$ cat config.mk
export PLATFORM = sky130hd
export DESIGN_NAME = load_store_unit
export DESIGN_NICKNAME = d
export VERILOG_FILES = /design/src/rtl/rv_pkg.sv /design/src/rtl/lsu_load_extend.sv /design/src/rtl/load_store_unit.sv
export SDC_FILE = /design/constraint.sdc
export NUM_CORES = 1
export LEC_CHECK = 0
export BUFFER_PORTS_ARGS = -buffer_cell sky130_fd_sc_hd__buf_2
export CAP_MARGIN = 20
export CORE_UTILIZATION = 38
export CTS_BUF_LIST = sky130_fd_sc_hd__clkbuf_4
export CTS_CLUSTER_SIZE = 20
export DETAILED_ROUTE_END_ITERATION = 12
export GPL_TIMING_DRIVEN = 0
export PLACE_DENSITY_LB_ADDON = 0.05
export SLEW_MARGIN = 15
export SYNTH_ARGS = -nofsm -noshare
export SYNTH_HDL_FRONTEND = slang
export SYNTH_HIERARCHICAL = 1
export SYNTH_SLANG_ARGS = --single-unit
$ cat constraint.sdc
create_clock -name clk -period 1.7 [get_ports clk]
set_clock_uncertainty 0.2 [all_clocks]
set_input_delay 0.17 -clock clk [delete_from_list [all_inputs] [get_ports clk]]
set_output_delay 0.17 -clock clk [all_outputs]
set_load 0.01 [all_outputs]
$ cat src/rtl/rv_pkg.sv
`default_nettype none
// ============================================================================
//  Module      : rv_pkg
//  Description : Shared RV32I memory-stage definitions: funct3 access-size
//                codes, LSU state encoding and size-decode helpers.
//  Revision    : 1.0 - initial release
// ============================================================================
package rv_pkg;

    localparam logic [2:0] F3_B  = 3'b000;
    localparam logic [2:0] F3_H  = 3'b001;
    localparam logic [2:0] F3_W  = 3'b010;
    localparam logic [2:0] F3_BU = 3'b100;
    localparam logic [2:0] F3_HU = 3'b101;

    typedef enum logic [1:0] {
        IDLE = 2'd0,
        BUS  = 2'd1,
        DONE = 2'd2
    } lsu_state_e;

    // Byte accesses are 000/100; halves are 001/101; everything else is a word.
    function automatic logic f3_is_byte(input logic [2:0] f3);
        return (f3[1:0] == 2'b00);
    endfunction

    function automatic logic f3_is_half(input logic [2:0] f3);
        return (f3[1:0] == 2'b01);
    endfunction

endpackage
`default_nettype wire

$ cat src/rtl/lsu_load_extend.sv
`default_nettype none
// ============================================================================
//  Module      : lsu_load_extend
//  Description : Selects the addressed byte/half lane of a 32-bit bus word and
//                sign- or zero-extends it according to funct3.
//  Revision    : 1.0 - initial release
// ============================================================================
module lsu_load_extend
    import rv_pkg::*;
(
    input  logic [2:0]  f3,
    input  logic [1:0]  lane,
    input  logic [31:0] bus_rdata,
    output logic [31:0] ext_data
);

    logic [7:0]  byte_sel;
    logic [15:0] half_sel;

    // Lane select followed by width-dependent extension; unknown sizes pass the word.
    always_comb begin
        byte_sel = bus_rdata[{lane, 3'b000} +: 8];
        half_sel = lane[1] ? bus_rdata[31:16] : bus_rdata[15:0];
        case (f3)
            F3_B:    ext_data = {{24{byte_sel[7]}}, byte_sel};
            F3_BU:   ext_data = {24'h000000, byte_sel};
            F3_H:    ext_data = {{16{half_sel[15]}}, half_sel};
            F3_HU:   ext_data = {16'h0000, half_sel};
            default: ext_data = bus_rdata;
        endcase
    end

endmodule
`default_nettype wire

$ cat src/rtl/load_store_unit.sv
`default_nettype none
// ============================================================================
//  Module      : load_store_unit
//  Description : Memory-stage LSU. Registers one load/store request, runs a
//                req/ack transaction on the data bus, returns the extended
//                load result and stalls the pipeline until completion.
//                Optional macro MISALIGN_CHECK_EN adds a misalignment trap
//                (port misalign) that completes without a bus request.
//  Revision    : 1.0 - initial release
// ============================================================================
module load_store_unit
    import rv_pkg::*;
#(
    parameter int ADDR_W = 32,
    parameter int DATA_W = 32
) (
    input  logic              clk,
    input  logic              rst,
    input  logic              memRead,
    input  logic              memWrite,
    input  logic [2:0]        f3,
    input  logic [ADDR_W-1:0] addr,
    input  logic [DATA_W-1:0] writeData,
    output logic [DATA_W-1:0] readData,
    output logic              stall,
    output logic              done,
    output logic              busReq,
    output logic              busWe,
    output logic [ADDR_W-1:0] busAddr,
    output logic [DATA_W-1:0] busWdata,
    output logic [3:0]        busBe,
`ifdef MISALIGN_CHECK_EN
    output logic              misalign,
`endif
    input  logic              busAck,
    input  logic [DATA_W-1:0] busRdata
);

    lsu_state_e        state_q, state_d;
    logic [2:0]        f3_q, f3_d;
    logic [1:0]        lane_q, lane_d;
    logic              we_q, we_d;
    logic [ADDR_W-1:0] bus_addr_q, bus_addr_d;
    logic [DATA_W-1:0] bus_wdata_q, bus_wdata_d;
    logic [3:0]        bus_be_q, bus_be_d;
    logic              bus_req_q, bus_req_d;
    logic              done_q, done_d;
    logic [DATA_W-1:0] read_data_q, read_data_d;
    logic [DATA_W-1:0] ext_data;
    logic [3:0]        store_be;
    logic [DATA_W-1:0] store_wdata;
`ifdef MISALIGN_CHECK_EN
    logic              misalign_q, misalign_d;
    logic              misaligned;
`endif

    lsu_load_extend u_load_extend (
        .f3        (f3_q),
        .lane      (lane_q),
        .bus_rdata (busRdata),
        .ext_data  (ext_data)
    );

    // Store lane steering: replicate data across the word and enable the addressed bytes.
    always_comb begin
        if (f3_is_byte(f3)) begin
            store_be    = 4'b0001 << addr[1:0];
            store_wdata = {4{writeData[7:0]}};
        end else if (f3_is_half(f3)) begin
            store_be    = addr[1] ? 4'b1100 : 4'b0011;
            store_wdata = {2{writeData[15:0]}};
        end else begin
            store_be    = 4'b1111;
            store_wdata = writeData;
        end
    end

`ifdef MISALIGN_CHECK_EN
    // A half must sit on an even address, a word on a 4-byte boundary.
    always_comb begin
        misaligned = f3_is_half(f3) ? addr[0]
                   : (!f3_is_byte(f3) && (addr[1:0] != 2'b00));
    end
`endif

    // Next-state and next-output logic for the IDLE -> BUS -> DONE sequence.
    always_comb begin
        state_d     = state_q;
        f3_d        = f3_q;
        lane_d      = lane_q;
        we_d        = we_q;
        bus_addr_d  = bus_addr_q;
        bus_wdata_d = bus_wdata_q;
        bus_be_d    = bus_be_q;
        bus_req_d   = 1'b0;
        done_d      = 1'b0;
        read_data_d = read_data_q;
`ifdef MISALIGN_CHECK_EN
        misalign_d  = 1'b0;
`endif
        case (state_q)
            IDLE: begin
                if (memWrite || memRead) begin
                    we_d        = memWrite;
                    f3_d        = f3;
                    lane_d      = addr[1:0];
                    bus_addr_d  = {addr[ADDR_W-1:2], 2'b00};
                    bus_wdata_d = store_wdata;
                    bus_be_d    = memWrite ? store_be : 4'b1111;
`ifdef MISALIGN_CHECK_EN
                    if (misaligned) begin
                        state_d    = DONE;
                        done_d     = 1'b1;
                        misalign_d = 1'b1;
                    end else begin
                        state_d   = BUS;
                        bus_req_d = 1'b1;
                    end
`else
                    state_d   = BUS;
                    bus_req_d = 1'b1;
`endif
                end
            end
            BUS: begin
                if (busAck) begin
                    state_d = DONE;
                    done_d  = 1'b1;
                    if (!we_q) begin
                        read_data_d = ext_data;
                    end
                end else begin
                    bus_req_d = 1'b1;
                end
            end
            default: begin
                state_d = IDLE;
            end
        endcase
    end

    // State and registered outputs; reset abandons any transaction in flight.
    always_ff @(posedge clk) begin
        if (rst) begin
            state_q     <= IDLE;
            f3_q        <= '0;
            lane_q      <= '0;
            we_q        <= 1'b0;
            bus_addr_q  <= '0;
            bus_wdata_q <= '0;
            bus_be_q    <= '0;
            bus_req_q   <= 1'b0;
            done_q      <= 1'b0;
            read_data_q <= '0;
`ifdef MISALIGN_CHECK_EN
            misalign_q  <= 1'b0;
`endif
        end else begin
            state_q     <= state_d;
            f3_q        <= f3_d;
            lane_q      <= lane_d;
            we_q        <= we_d;
            bus_addr_q  <= bus_addr_d;
            bus_wdata_q <= bus_wdata_d;
            bus_be_q    <= bus_be_d;
            bus_req_q   <= bus_req_d;
            done_q      <= done_d;
            read_data_q <= read_data_d;
`ifdef MISALIGN_CHECK_EN
            misalign_q  <= misalign_d;
`endif
        end
    end

    assign stall    = (memRead || memWrite) && (state_q != DONE);
    assign readData = read_data_q;
    assign done     = done_q;
    assign busReq   = bus_req_q;
    assign busWe    = we_q;
    assign busAddr  = bus_addr_q;
    assign busWdata = bus_wdata_q;
    assign busBe    = bus_be_q;
`ifdef MISALIGN_CHECK_EN
    assign misalign = misalign_q;
`endif

endmodule
`default_nettype wire

# Yosys cells after proc, flatten, opt, wreduce, memory -nomap -nowiden

Cells that the tools add are included.

Register bits after elaboration: 108
Input bits: 104
Output and inout port bits: 104
Word-level logic and storage cells: 46

Eq/ne operators: 8
Shift-type cells: 2
Mux-type cells: 15
Bitwise logic cells: 2
Reductions and logical operators: 9

Operators with widths:

| kind                  | count |
|---|---|
| $pmux W32 S4          | 1 |
| $mux W32              | 2 |
| $shiftx A32 B6 Y8     | 1 |
| $mux W16              | 1 |
| $mux W4               | 4 |
| $eq A3 B3 Y1 const B  | 2 |
| $ne A2 B2 Y1 const B  | 3 |
| $eq A2 B1 Y1 const B  | 2 |
| $logic_not A2 Y1      | 2 |
| $mux W2               | 2 |
| $pmux W2 S2           | 1 |
| $reduce_and A2 Y1     | 2 |
| $shl A1 B2 Y4 const A | 1 |
| $eq A3 B1 Y1 const B  | 1 |
| $logic_not A3 Y1      | 1 |
| $mux W1               | 3 |
| $reduce_and A3 Y1     | 1 |
| $not A1 Y1            | 2 |
| $pmux W1 S2           | 1 |
| $reduce_or A2 Y1      | 1 |
| $logic_and A1 B1 Y1   | 1 |
| $logic_or A1 B1 Y1    | 1 |

# Longest topological paths before layout

Depth after elaboration: 4
Gate-level depth with buffers: 7
Depth with buffers taken out: 5

# By module

The synthesis kept the hierarchy.

By module, submodules not included:

| module          | instances | cells an instance | area each (um^2) | seq. area each (um^2) |
|---|---|---|---|---|
| load_store_unit | 1         | 503               | 4,231.6          | 2,162.1 |
| lsu_load_extend | 1         | 96                | 845.8            | 0.0 |

# Worst setup path after synthesis

Ideal clock, no wire load.

Path kind: register to register
Start: register lane_q[0]
End: register read_data_q[3] (netlist: readData[3])
Setup time: 0.132 ns
Arrival: 1.359 ns
Required time: 1.368 ns
Setup slack: 0.008 ns
Cell stages (with the launch flop): 6
Path buffers: 0
Period minus slack after synthesis: 1.692 ns
Cell sequence: dfxtp_1 mux2_2 a22o_1 a221o_1 nand2_1 a21oi_1

Cells in the longest elaborated chain, start to end: 2

RTL lines:

| what                   | RTL line               | source |
|---|---|---|
| from (decl)            | load_store_unit.sv:41  | `logic [1:0] lane_q, lane_d;` |
| from (signal assigned) | load_store_unit.sv:161 | `lane_q <= lane_d;` |
| $shiftx A32 B6 Y8      | lsu_load_extend.sv:22  | `byte_sel = bus_rdata[{lane, 3'b000} +: 8];` |
| $pmux W32 S4           | lsu_load_extend.sv:24  | `case (f3)` |
| via ext_data[3]        | load_store_unit.sv:49  | `logic [DATA_W-1:0] ext_data;` |
| to (signal assigned)   | load_store_unit.sv:168 | `read_data_q <= read_data_d;` |
| to (decl)              | load_store_unit.sv:48  | `logic [DATA_W-1:0] read_data_q, read_data_d;` |

The timed path passes the listed nets, and every way through them passes these cells.
A chain may end at the register's enable or synchronous reset.

# Final worst setup path

Start: register lane_q[0]
End: register read_data_q[17] (netlist: readData[17])

The elaborated chain is that of the path after synthesis.

==> impl_metrics.env <==
export IMPL_ys_seq_area_share_pct=42.6
export IMPL_nFillCells=1177
export IMPL_syn_inst=599
export IMPL_vias=5899
export IMPL_grt_max_degree=17
export IMPL_slew_headroom_pct=60.3
export IMPL_start_util_pct=39.6
export IMPL_drive_gt1_share_pct=36.8
export IMPL_synth_seq_cells=108
export IMPL_drc=0
export IMPL_cts_buffer_depth=2
export IMPL_drt_pre_antenna_iters=5
export IMPL_cts_sinks=108
export IMPL_cts_root_buf="clkbuf_4"
export IMPL_cp_start_kind="flip-flop"
export IMPL_routabilityCongestion=0.841
export IMPL_rsz0062_at_grt="true"
export IMPL_power_total_mw=6.29
export IMPL_top_layer_used="met4"
export IMPL_drt_initial_drc_count=409
export IMPL_status="finished with violations"
export IMPL_portBuffers=204
export IMPL_die_area_um2=13800
export IMPL_syn_area_per_cell_um2=8.48
export IMPL_crit_path_end_kind="flip-flop"
export IMPL_grt_pass1_vias=5830
export IMPL_antenna_left=0
export IMPL_die_y_um=118
export IMPL_synth_edf_count=0
export IMPL_yosysTopAreaCell="dfxtp_1"
export IMPL_hold_violations=0
export IMPL_routed_via_density=5.30
export IMPL_htreeDepth=3
export IMPL_die_x_um=118
export IMPL_wl_met1_um=8250
export IMPL_place_area_um2=6320
export IMPL_wirelength_um=18900
export IMPL_synth_warnings=6
export IMPL_cts_inserted_buffers=9
export IMPL_final_cells=1112
export IMPL_fin_ws_ps=-86.2
export IMPL_path_clk_slew_ps=170
export IMPL_tightestPinTransition_ps=595
export IMPL_syn_area_um2=5080
export IMPL_track_usage_pct=27.1
export IMPL_ir_worst_vdd_mv=0.417
export IMPL_clock_latency_ps=480
export IMPL_synthToLayoutAreaGrowth_pct=58.3
export IMPL_path_max_fanout=10
export IMPL_nets=1040
export IMPL_grt_pass1_wl_um=30000
export IMPL_ys_async_sr_fraction_pct=0
export IMPL_setup_viol=27
export IMPL_wl_met3_um=1140
export IMPL_power_leakage_nw=3.47
export IMPL_diodes=0
export IMPL_arrival_ps=1940
export IMPL_io_pins=208
export IMPL_grt_overflow=0
export IMPL_dp_hpwl_um=12500
export IMPL_synth_top_cell_area_share_pct=42.6
export IMPL_critPathKind="reg -> reg"
export IMPL_violations="negative setup slack"
export IMPL_post_route_period_util_pct=105
export IMPL_required_ps=1860
export IMPL_cap_violations=0
export IMPL_fin_area_um2=8040
export IMPL_rows=41
export IMPL_max_freq_mhz=560
export IMPL_finalMaxSlewViolations=0
export IMPL_synthTopCellsByArea="dfxtp_1 (43%), a21oi_1 (11%), nand2_1 (6.4%)"
export IMPL_hp_class="in -> reg"
export IMPL_cts_tree="yes"
export IMPL_p_per_area_nw_per_um2=783
export IMPL_hold_ws_ps=28.2
export IMPL_coreArea_um2=12800
export IMPL_ys_types=45
export IMPL_post_route_min_period_ps=1790
export IMPL_tns_ps=-1520
export IMPL_routed_wl_met2_um=9030
export IMPL_wl_per_cell_um=17.0
export IMPL_dp_cells=976
export IMPL_antenna_found_initial=0
export IMPL_ys_flop_type="dfxtp_1"
-- flip-flops by register name (all words and copies together) (netlist names) --
| name | count |
|---|---|
| busWdata | 32 |
| lane_q | 2 |
| state_q | 2 |
| busReq | 1 |
| done | 1 |
| busAddr | 30 |
| f3_q | 3 |
| busWe | 1 |
| busBe | 4 |
| readData | 32 |
-- final timing paths --
kind                startpoint  slack [ps]           end  cells past startpoint
setup / recovery     lane_q[0]         -90  readData[17]                      7
hold / removal    busRdata[31]          30  readData[15]                      5
hold reg to reg   readData[31]         260  readData[31]                      2
setup reg to reg     lane_q[0]         -90  readData[17]                      7
-- routing by layer --
metal	vias up	global-route usage (%)
li1	2850	-
met1	2784	34.2
met2	226	44.9
met3	39	5.14
met4	0	11.7
met5	-	0
-- stage by stage --
step,utilization [%],setup WS [ps]
6_report,62.7,-86.2
5_1_grt,62.7,-120
4_1_cts,60.9,-62.1
3_5_place_dp,49.3,-253
3_3_place_gp,49.3,-204
2_1_floorplan,-,8.49
-- power breakdown --
part | internal, mW | total [mW] | switching (mW)
clock | 0.455 | 1.33 | 0.879
combinational | 1.04 | 2.10 | 1.06
sequential | 2.74 | 2.86 | 0.120
-- cell usage after synthesis, types with 6 or more instances --
library cell,n
a211oi_1,9
a21oi_1,113
a221o_1,6
a22oi_1,8
a2bb2oi_1,6
a2bb2oi_2,14
a311oi_1,16
buf_2,22
buf_4,8
clkbuf_1,26
dfxtp_1,108
mux2i_1,14
nand2_1,86
nand3_1,43
nor2_1,7
nor2b_1,12
o21a_1,6
o21ai_0,43
-- area by class of cell --
type                       instances  area, um2  share of cell area [%]
timing repair buffer             328       2280                    28.4
clock buffer                      10       75.1                   0.934
tap                              172        215                    2.68
multi-input combinational        425       2830                    35.2
sequential                       108       2180                    27.2
clock inverter                     5       52.6                   0.654
buffer                            60        379                    4.72
inverter                           4       20.0                   0.249
-- placed cells by master (no fill, tap or decap), types with 4 or more instances in the layout --
master,n
o21ai_1,8
mux2_4,5
mux2i_1,12
dfxtp_1,102
buf_2,221
nor2b_1,8
a21oi_1,104
dlygate4sd3_1,105
a221o_1,6
a2bb2oi_2,15
nor2_1,7
a22oi_1,8
a21oi_2,9
clkbuf_2,7
clkbuf_1,19
a2bb2oi_4,5
buf_6,8
clkbuf_4,13
a311oi_1,16
buf_12,4
o21ai_0,38
buf_4,16
dfxtp_4,5
o21a_1,6
nand3_1,43
a211oi_1,8
nand2_1,84
-- worst max-delay path: stages (launching register included) --
cell,delay (ps)
dfxtp_4,410
mux2_4,330
a22oi_4,210
buf_12,160
buf_12,140
a2bb2oi_2,50
nand2_1,80
a21oi_1,60
-- logic make-up after synthesis --
logic type	share of synthesized area, %
AND/OR/NAND/NOR	16.2
flip-flops	42.6
AO/OA/AOI/OAI	30.5
multiplexers	3.94
other	0.0739
buffers and inverters	6.68
-- timing repair --
item | 4_1_cts | 5_1_grt
setup buffers | 9 | 9
hold buffers | 105 | 0
cloned | 1 | 1
endpoints found under the hold margin | 107 | 0
pin swaps | 8 | 22
setup endpoints to repair | 38 | 99
resized for setup | 54 | 44
(Power assumes the default switching activity.)
